**src/rtl/wb_host_master.sv**
```systemverilog
// wb_host_master: queues host register commands in a small FIFO and
// replays them one at a time as Wishbone classic cycles with timeout.
//
// Ports:
//   i_clk, i_rst (async, active-low)
//   cmd  : i_cmd_valid/o_cmd_ready handshake, i_cmd_we/adr/data
//   wb   : o_wb_cyc/stb/we/adr/data, i_wb_data, i_wb_ack
//   rsp  : o_rsp_valid pulse, o_rsp_data, o_rsp_err (timeout)
//   o_busy : FIFO non-empty or bus cycle in flight
module wb_host_master #(
  parameter int FIFO_DEPTH = 4,
  parameter int TIMEOUT    = 255
) (
  input  logic        i_clk,
  input  logic        i_rst,
  input  logic        i_cmd_valid,
  output logic        o_cmd_ready,
  input  logic        i_cmd_we,
  input  logic [15:0] i_cmd_adr,
  input  logic [15:0] i_cmd_data,
  output logic        o_wb_cyc,
  output logic        o_wb_stb,
  output logic        o_wb_we,
  output logic [15:0] o_wb_adr,
  output logic [15:0] o_wb_data,
  input  logic [15:0] i_wb_data,
  input  logic        i_wb_ack,
  output logic        o_rsp_valid,
  output logic [15:0] o_rsp_data,
  output logic        o_rsp_err,
  output logic        o_busy
);

  localparam int AW = $clog2(FIFO_DEPTH);
  localparam int CW = AW + 1;

  typedef enum logic [1:0] {
    IDLE,
    BUS,
    DONE
  } state_e;

  typedef struct packed {
    logic        we;
    logic [15:0] adr;
    logic [15:0] data;
  } cmd_t;

  state_e         state_q, state_d;
  cmd_t           mem_q [FIFO_DEPTH];
  cmd_t           mem_d [FIFO_DEPTH];
  logic [AW-1:0]  wptr_q, wptr_d;
  logic [AW-1:0]  rptr_q, rptr_d;
  logic [CW-1:0]  cnt_q, cnt_d;
  logic [15:0]    wait_q, wait_d;
  logic           wb_we_q, wb_we_d;
  logic [15:0]    wb_adr_q, wb_adr_d;
  logic [15:0]    wb_data_q, wb_data_d;
  logic [15:0]    rsp_data_q, rsp_data_d;
  logic           rsp_err_q, rsp_err_d;

  logic           full;
  logic           empty;
  logic           push;
  logic           pop;
  logic           timeout_hit;
  cmd_t           cmd_in;
  cmd_t           head;

  assign full   = (cnt_q == CW'(FIFO_DEPTH));
  assign empty  = (cnt_q == '0);
  assign cmd_in = '{we: i_cmd_we, adr: i_cmd_adr, data: i_cmd_data};
  assign head   = mem_q[rptr_q];
  assign push   = i_cmd_valid && !full;
  assign pop    = (state_q == IDLE) && !empty;

  // wait_q counts completed BUS cycles, so the last allowed cycle
  // is the one where it reads TIMEOUT-1.
  assign timeout_hit = (wait_q == 16'(TIMEOUT - 1));

  // FIFO bookkeeping; push and pop may coincide
  always_comb begin
    mem_d  = mem_q;
    wptr_d = wptr_q;
    rptr_d = rptr_q;
    cnt_d  = cnt_q;
    if (push) begin
      mem_d[wptr_q] = cmd_in;
      wptr_d        = wptr_q + 1'b1;
    end
    if (pop) begin
      rptr_d = rptr_q + 1'b1;
    end
    cnt_d = cnt_q + CW'(push) - CW'(pop);
  end

  // next state
  always_comb begin
    state_d = state_q;
    unique case (state_q)
      IDLE: if (!empty) state_d = BUS;
      BUS: begin
        if (i_wb_ack || timeout_hit) begin
          state_d = DONE;
        end
      end
      DONE:    state_d = IDLE;
      default: state_d = IDLE;
    endcase
  end

  // bus request and response datapath
  always_comb begin
    wb_we_d    = wb_we_q;
    wb_adr_d   = wb_adr_q;
    wb_data_d  = wb_data_q;
    wait_d     = wait_q;
    rsp_data_d = rsp_data_q;
    rsp_err_d  = rsp_err_q;
    unique case (1'b1)
      pop: begin
        wb_we_d   = head.we;
        wb_adr_d  = head.adr;
        wb_data_d = head.data;
        wait_d    = '0;
      end
      (state_q == BUS): begin
        wait_d = wait_q + 16'd1;
        if (i_wb_ack) begin
          rsp_data_d = wb_we_q ? 16'h0000 : i_wb_data;
          rsp_err_d  = 1'b0;
        end else if (timeout_hit) begin
          rsp_data_d = 16'h0000;
          rsp_err_d  = 1'b1;
        end
      end
      default: ;
    endcase
  end

  // state register
  always_ff @(posedge i_clk or negedge i_rst) begin
    if (!i_rst) begin
      state_q <= IDLE;
    end else begin
      state_q <= state_d;
    end
  end

  // datapath registers
  always_ff @(posedge i_clk or negedge i_rst) begin
    if (!i_rst) begin
      for (int i = 0; i < FIFO_DEPTH; i++) begin
        mem_q[i] <= '0;
      end
      wptr_q     <= '0;
      rptr_q     <= '0;
      cnt_q      <= '0;
      wait_q     <= '0;
      wb_we_q    <= 1'b0;
      wb_adr_q   <= '0;
      wb_data_q  <= '0;
      rsp_data_q <= '0;
      rsp_err_q  <= 1'b0;
    end else begin
      mem_q      <= mem_d;
      wptr_q     <= wptr_d;
      rptr_q     <= rptr_d;
      cnt_q      <= cnt_d;
      wait_q     <= wait_d;
      wb_we_q    <= wb_we_d;
      wb_adr_q   <= wb_adr_d;
      wb_data_q  <= wb_data_d;
      rsp_data_q <= rsp_data_d;
      rsp_err_q  <= rsp_err_d;
    end
  end

  // outputs
  always_comb begin
    o_wb_cyc    = 1'b0;
    o_wb_stb    = 1'b0;
    o_rsp_valid = 1'b0;
    unique case (state_q)
      BUS: begin
        o_wb_cyc = 1'b1;
        o_wb_stb = 1'b1;
      end
      DONE:    o_rsp_valid = 1'b1;
      default: ;
    endcase
  end

  assign o_wb_we     = wb_we_q;
  assign o_wb_adr    = wb_adr_q;
  assign o_wb_data   = wb_data_q;
  assign o_rsp_data  = rsp_data_q;
  assign o_rsp_err   = rsp_err_q;
  assign o_cmd_ready = !full;
  assign o_busy      = !empty || (state_q != IDLE);

endmodule

```
**config.mk**
```make
export PLATFORM = sky130hd
export DESIGN_NAME = wb_host_master
export DESIGN_NICKNAME = d
export VERILOG_FILES = /design/src/rtl/wb_host_master.sv
export SDC_FILE = /design/constraint.sdc
export NUM_CORES = 1
export LEC_CHECK = 0
export CORE_MARGIN = 2
export CORE_UTILIZATION = 40
export CTS_CLUSTER_SIZE = 12
export DETAILED_ROUTE_END_ITERATION = 7
export SYNTH_ARGS = -nofsm -noshare
export SYNTH_HDL_FRONTEND = slang
export SYNTH_SLANG_ARGS = --single-unit
```
**constraint.sdc**
```tcl
create_clock -name i_clk -period 3.72 [get_ports i_clk]
set_input_delay 0.744 -clock i_clk [delete_from_list [all_inputs] [get_ports i_clk]]
set_output_delay 0.744 -clock i_clk [all_outputs]
set_load 0.05 [all_outputs]
```
==> metrics.log, run 1 <==
INFO  metric run_status = finished clean
INFO  metric drt_pass1_iterations = 4
INFO  metric min_period = approximately 3.4 ns
INFO  metric grtUsageTotal = between 10% and 20%
INFO  metric timing_max_transition_violations_final = 0
INFO  metric cts_resized = 0
INFO  metric clk_latency = roughly 0.5 ns
INFO  metric worst_clock_skew = 0.0123 ns
INFO  metric synth_seq_cells = 207
INFO  metric design.final.nets = around 810
INFO  metric synth_sequential_area_ratio = about three fifths
INFO  metric cts_made_buffers = 24
INFO  metric placement.setup.worst_slack = 0.731 ns
INFO  metric grt_start_max_net_pins = 78
INFO  metric vias_per_cell = 5.25
INFO  metric maxCapViolations = 0
INFO  metric max-clock-path-buffers = 3
INFO  metric yosys.area.top_type = dfrtp_1
INFO  metric clock_tree_from_tritoncts = done
INFO  metric layout.cells.most_common_list = 205 x dfrtp_1, 132 x mux2_2, 115 x nand2_1
INFO  metric finalWirelength = slightly below 20 mm
INFO  metric syn_to_final_growth = 24.7%
INFO  metric critical_path_required = 2.98 ns
INFO  metric via_count = 5485
INFO  metric final_design_area_no_fill = 11000 um^2
INFO  metric cts.htree.levels = 1
INFO  metric dpl_cell_area = 10200 um^2
INFO  metric buffer_ports.inserted = ~110
INFO  metric fillCellCount = 1902
INFO  metric grt_antenna_before_repair = 0
INFO  metric finalWorstSetupSlack = 0.367 ns
INFO  metric synth_top_cells_by_area = dfrtp_1 59%, mux2_2 17%, mux4_2 8.4%, nand2_1 5.1%, ha_1 1.1%
INFO  metric antenna_left = 0
INFO  metric timing.fmax = roughly 0.30 GHz
INFO  metric rsz_0062_raised_after_global_routing = no
INFO  metric die_area = 23300 um^2
INFO  metric final_layout_setup_total_negative_slack = 0 ns
INFO  metric grt_pass1_vias = between 6000 and 7000
INFO  metric worst_setup_hold_path_clk_slew = around 0.060 ns
INFO  metric top_level_i_o_count = roughly 110
INFO  metric die_h = roughly 150 um
INFO  metric global_route_wire_length_before_repair = approximately 33 mm
INFO  metric timing.final.crit_share = 90.1%
INFO  metric globalRoute.totalOverflow = 0
INFO  metric finalCoreUtilization = between 50% and 60%
INFO  metric yosysTopAreaCellShare = 58.6%
INFO  metric synthesis.area_per_instance = around 14 um^2
INFO  metric floorplan.initialDensity = around two fifths
INFO  metric hold_fix_buffers_at_cts = 0
INFO  metric worstSetupEndpointType = output port
INFO  metric worst_slew_margin_rel = ~29%
INFO  metric layout_commonest_cell = dfrtp_1
INFO  metric place_hpwl = roughly 12 mm
INFO  metric gp_congestion = slightly below 0.8
INFO  metric synth-warning-count = 0
INFO  metric layout_cell_share_with_drive_strength_beyond_1 = 31.2%
INFO  metric drt-wirelength-per-cell = between 15 and 20 um
INFO  metric total_power = between 10 and 15 mW
INFO  metric crit_type = register to output port
INFO  metric startpoint_type = register
INFO  metric power_leakage = slightly below 5 nW
INFO  metric syn_nets = about 700
INFO  metric worst_pin_slew = between 1 and 1.5 ns
INFO  metric placementRows = between 50 and 60
INFO  metric syn_area = about 9000 um^2
INFO  metric drt_iter0_drc = 219
INFO  metric synth_cell_type_count = 43
INFO  metric setup_viol_count_final = 0
INFO  metric synthCells = approximately 640
INFO  metric chipWidth = between 150 and 200 um
INFO  metric critical_path.max_fanout = 14
INFO  metric finalHoldViolations = 0
INFO  metric post-route-drc-count = 0
INFO  metric hp-class = input pin to asynchronous set/reset pin
INFO  metric postCtsSetupBuffers = 0
INFO  metric peakVddDrop = 0.464 mV
INFO  metric worstPathArrival = between 2 and 3 ns
INFO  metric power_density = slightly below 1000 nW/um^2
INFO  metric antenna_cells = 0
INFO  metric design.core.area = 21800 um^2
INFO  metric cts-root-buf = clkbuf_16
INFO  metric cts_sinks = 207
-- cell type report --
cell class / instances / area [um^2] / share of cell area (%)
clock buffer: 36 / 737 / 6.68
clock inverter: 8 / 67.6 / 0.613
inverter: 11 / 41.3 / 0.374
multi-input combinational: 384 / 3460 / 31.4
sequential: 207 / 5180 / 47.0
tap: 280 / 350 / 3.18
timing repair buffer: 119 / 1190 / 10.8
-- path summary, 6_finish.rpt --
kind / cells past startpoint / slack (ns) / to / start
setup / recovery: 3 / 0.37 / o_wb_stb / state_q[1]
hold / removal: 1 / 0.26 / mem_q[92] / i_rst
setup reg to reg: 5 / 1.23 / o_rsp_data[1] / state_q[1]
hold reg to reg: 2 / 0.48 / o_wb_adr[4] / o_wb_adr[4]
max in group asynchronous: 2 / 2.41 / o_rsp_data[13] / i_rst
min in group i_clk: 2 / 0.48 / o_wb_adr[4] / o_wb_adr[4]
-- power by group --
group	internal [mW]	switching (mW)
registers	3.32	0.681
clock network	1.43	0.897
logic	2.15	2.37
-- registers in the layout (all words and copies together), names as in the netlist, 2 cells and up --
| name | flops |
|---|---|
| o_wb_adr | 16 |
| cnt_q | 3 |
| mem_q | 132 |
| rptr_q | 2 |
| o_rsp_data | 16 |
| o_wb_data | 16 |
| wait_q | 16 |
| wptr_q | 2 |
| state_q | 2 |
-- Yosys cell counts --
cell type and instances:
nor4_1 1, inv_1 10, inv_2 1, fa_1 1, nand2b_1 1, nor4_4 1
nor2_1 6, a21boi_2 1, nand4_1 7, a22o_2 7, mux4_2 33, o21ai_0 11
or4_4 1, or3_1 1, xnor2_1 5, or4_1 1, mux2i_1 3, a22o_1 9
or3_2 1, a21oi_1 5, and3_1 4, o22ai_1 1, nor2b_1 1, ha_1 8
buf_6 2, buf_1 4, nand3_1 4, clkbuf_1 11, buf_2 16, nor3_1 3
xor2_1 1, o31ai_1 4, o211ai_1 2, a211o_1 1, and3b_2 1, o211a_1 1
dfrtp_1 207, buf_4 2, nand2_1 120, o21ai_2 1, mux2_2 132, and4_1 1
a31oi_1 4
-- metrics by stage --
stage	instances	hold WS [ns]
2_1_floorplan	637	0.448
3_3_place_gp	1001	0.458
3_5_place_dp	1001	0.461
4_1_cts	1045	0.283
5_1_grt	1045	0.302
6_report	1045	0.259
-- worst max-delay path, stage by stage (launching register included) --
cell and delay (ns):
dfrtp_1 0.40, nand2b_1 0.37, inv_1 0.45, clkdlybuf4s50_1 0.89
-- routing by layer --
metal	vias up	share of wire [%]	track usage, %
li1	2477	-	-
met1	2861	44	22.8
met2	114	50	29.4
met3	33	4.1	3.19
met4	0	1.6	3.84
met5	-	0	0
-- cells by family after synthesis --
logic type                 after synthesis  synth area share (%)
and+or+nand+nor                        154                  7.56
AOI/OAI and AO/OA                       47                  3.89
muxes                                  168                  25.6
xor gates and xnor gates                 6                 0.594
buffers and inverters                   46                  2.43
DFF                                    207                  58.6
adders and majority gates                9                  1.36
(Power assumes the default switching activity.)
==> run 2, diff against run 1 <==
--- a/config.mk
+++ b/config.mk
@@ -5,7 +5,7 @@
 export SDC_FILE = /design/constraint.sdc
 export NUM_CORES = 1
 export LEC_CHECK = 0
-export CORE_MARGIN = 2
+export CORE_MARGIN = 1
 export CORE_UTILIZATION = 40
 export CTS_CLUSTER_SIZE = 12
 export DETAILED_ROUTE_END_ITERATION = 7
==> run 2 against run 1 <==
Effect of this change:
- setup slack better by 0.0074 ns
- critical path depth is the same
- final cell count shrank 0.38%
- die area fell by 2.6%
- clock-buffer cell count down 1
- flip-flop and latch count stayed put
- register-to-register slack about the same
- sequential share of layout area is 0.44 points higher
- critical endpoint unchanged
- final area down 0.92%
- non-clock buffer count unchanged
==> metrics.log, run 2 (same netlist as run 1, synthesis figures left out) <==
INFO  metric placement.setup.worst_slack = 0.696 ns (-0.0348 ns)
INFO  metric cts_resized = 0 (unchanged)
INFO  metric startpoint_type = register
INFO  metric timing.fmax = 0.299 GHz (+0.22%)
INFO  metric hp-class = input pin to asynchronous set/reset pin
INFO  metric run_status = finished clean
INFO  metric cts-root-buf = clkbuf_16
INFO  metric worst_slew_margin_rel = 29.3% (+0.54 points)
INFO  metric vias_per_cell = 5.23 (-0.40%)
INFO  metric cts_sinks = 207 (unchanged)
INFO  metric critical_path_required = 2.98 ns (about the same)
INFO  metric drt_iter0_drc = 247 (+13%)
INFO  metric syn_to_final_growth = 23.6%
INFO  metric max_stage_delay = 0.90 ns (about the same)
INFO  metric min_period = 3.35 ns (-0.00738 ns)
INFO  metric die_h = 151 um (-1.3%)
INFO  metric worstSetupEndpointType = output port
INFO  metric worst_pin_slew = 1.06 ns (-0.00809 ns)
INFO  metric clk_latency = 0.49 ns (about the same)
INFO  metric rrSetupSlack = 1.24 ns (about the same)
INFO  metric design.final.nets = 808 (-0.12%)
INFO  metric buffer_ports.inserted = 107 (unchanged)
INFO  metric globalRoute.totalOverflow = 0 (unchanged)
INFO  metric top_level_i_o_count = 108 (unchanged)
INFO  metric via_count = 5442 (-0.78%)
INFO  metric power_density = 970 nW/um^2 (-1.4%)
INFO  metric grt_antenna_before_repair = 1 (+1)
INFO  metric rsz_0062_raised_after_global_routing = no
INFO  metric place_hpwl = 12.0 mm (-2.7%)
INFO  metric final_layout_setup_total_negative_slack = 0 ns (unchanged)
INFO  metric met2RoutedLength = 9.67 mm (-1.4%)
INFO  metric maxCapViolations = 0 (unchanged)
INFO  metric critical_path.max_fanout = 14 (unchanged)
INFO  metric top_register = mem_q
INFO  metric fillCellCount = 1874 (-1.5%)
INFO  metric grtUsageTotal = 17.5% (+0.43 points)
INFO  metric setup_viol_count_final = 0 (unchanged)
INFO  metric drt_pass1_iterations = 4 (unchanged)
INFO  metric postCtsSetupBuffers = 0 (unchanged)
INFO  metric critical_path.cell_chain = nand2b_1 -> inv_1 -> clkdlybuf4s50_1
INFO  metric finalHoldViolations = 0 (unchanged)
INFO  metric critPathSlowestCell = clkdlybuf4s50_1
INFO  metric max-clock-path-buffers = 3 (unchanged)
INFO  metric die_area = 22700 um^2 (-2.6%)
INFO  metric worst_clock_skew = 0.00732 ns (-0.00496 ns)
INFO  metric power_leakage = 4.81 nW (-1.2%)
INFO  metric timing.final.crit_share = 89.9% (-0.20 points)
INFO  metric layout_commonest_cell = dfrtp_1
INFO  metric worstPathArrival = 2.60 ns (about the same)
INFO  metric floorplan.initialDensity = 40.6% (unchanged)
INFO  metric peakVddDrop = 0.482 mV (+4.1%)
INFO  metric layout_cell_share_with_drive_strength_beyond_1 = 30.7% (-0.58 points)
INFO  metric chipWidth = 151 um (-1.3%)
INFO  metric grt_pass1_vias = 5853 (-4.0%)
INFO  metric grt_start_max_net_pins = 98 (+26%)
INFO  metric route.top_layer_used = met4
INFO  metric antenna_left = 0 (unchanged)
INFO  metric dr_wl_met3 = 848 um (+5.3%)
INFO  metric finalWirelength = 19.1 mm (-2.9%)
INFO  metric crit_type = register to output port
INFO  metric hold_fix_buffers_at_cts = 0 (unchanged)
INFO  metric clock_tree_from_tritoncts = done
INFO  metric wp_buf_inv = 2 (unchanged)
INFO  metric gp_congestion = 0.805 (+3.2%)
INFO  metric design.core.area = 21800 um^2 (unchanged)
INFO  metric timing_max_transition_violations_final = 0 (unchanged)
INFO  metric finalWorstSetupSlack = 0.374 ns (+0.00738 ns)
INFO  metric total_power = 10.6 mW (-2.3%)
INFO  metric cp_top_family = buffers and inverters
INFO  metric final-instance-count-excl-fill = 1041 (-0.38%)
INFO  metric critical_path.reg2reg.startpoint = state_q[1]
INFO  metric global_route_wire_length_before_repair = 31.1 mm (-4.9%)
INFO  metric place_inst = 1001 (unchanged)
INFO  metric drt-wirelength-per-cell = 18.4 um (-2.6%)
INFO  metric routedLengthMet1 = 8.32 mm (-5.0%)
INFO  metric finalCoreUtilization = 50.2% (-0.47 points)
INFO  metric post-route-drc-count = 0 (unchanged)
INFO  metric regToRegEndpoint = o_rsp_data[0]
INFO  metric number_of_cells_traversed_by_the_worst_register_to_register_path = 5 (unchanged)
INFO  metric placementRows = 54 (unchanged)
INFO  metric layout.cells.most_common_list = 205 x dfrtp_1, 132 x mux2_2, 115 x nand2_1
INFO  metric worst_setup_hold_path_clk_slew = 0.06 ns (about the same)
INFO  metric cts_made_buffers = 23 (-4.2%)
INFO  metric cts.htree.levels = 1 (unchanged)
INFO  metric largest_register_ffs = 132 (unchanged)
==> run 2: final cells by class <==
class                           count  area [um^2]  share of cell area, %
Clock buffer                       35          691                   6.32
Clock inverter                      4         22.5                  0.206
Antenna cell                        1         2.50                 0.0229
Sequential cell                   207         5180                   47.4
Timing Repair Buffer              119         1180                   10.8
Tap cell                          280          350                   3.21
Inverter                           11         41.3                  0.378
Multi-Input combinational cell    384         3460                   31.6
==> run 2: routing by layer <==
metal,vias to the layer above,global-route usage [%]
li1,2493,-
met1,2818,22.8
met2,108,30.6
met3,23,3.09
met4,0,3.70
met5,-,0
==> run 2: power by group <==
group | switching, mW | internal (mW) | total, mW
registers | 0.688 | 3.32 | 4.01
logic | 2.33 | 2.14 | 4.47
clock network | 0.853 | 1.27 | 2.12
==> run 2: how the worst max path moves through the flow <==
stage	startpoint	to	depth (start not counted)
2_1_floorplan	cnt_q[0]	cnt_q[2]	10
3_3_place_gp	i_cmd_valid	cnt_q[2]	9
3_5_place_dp	i_cmd_valid	cnt_q[2]	9
4_1_cts	state_q[1]	o_wb_stb	3
5_1_grt	state_q[1]	o_wb_stb	3
6_report	state_q[1]	o_wb_stb	3
==> run 2: metrics by stage <==
step / hold slack (ns) / instance area [um^2]
after floorplan: 0.448 / 8840
final: 0.341 / 10900
after global routing: 0.386 / 10900
after detailed placement: 0.463 / 10200
after CTS: 0.367 / 10900
after global placement: 0.457 / 10200
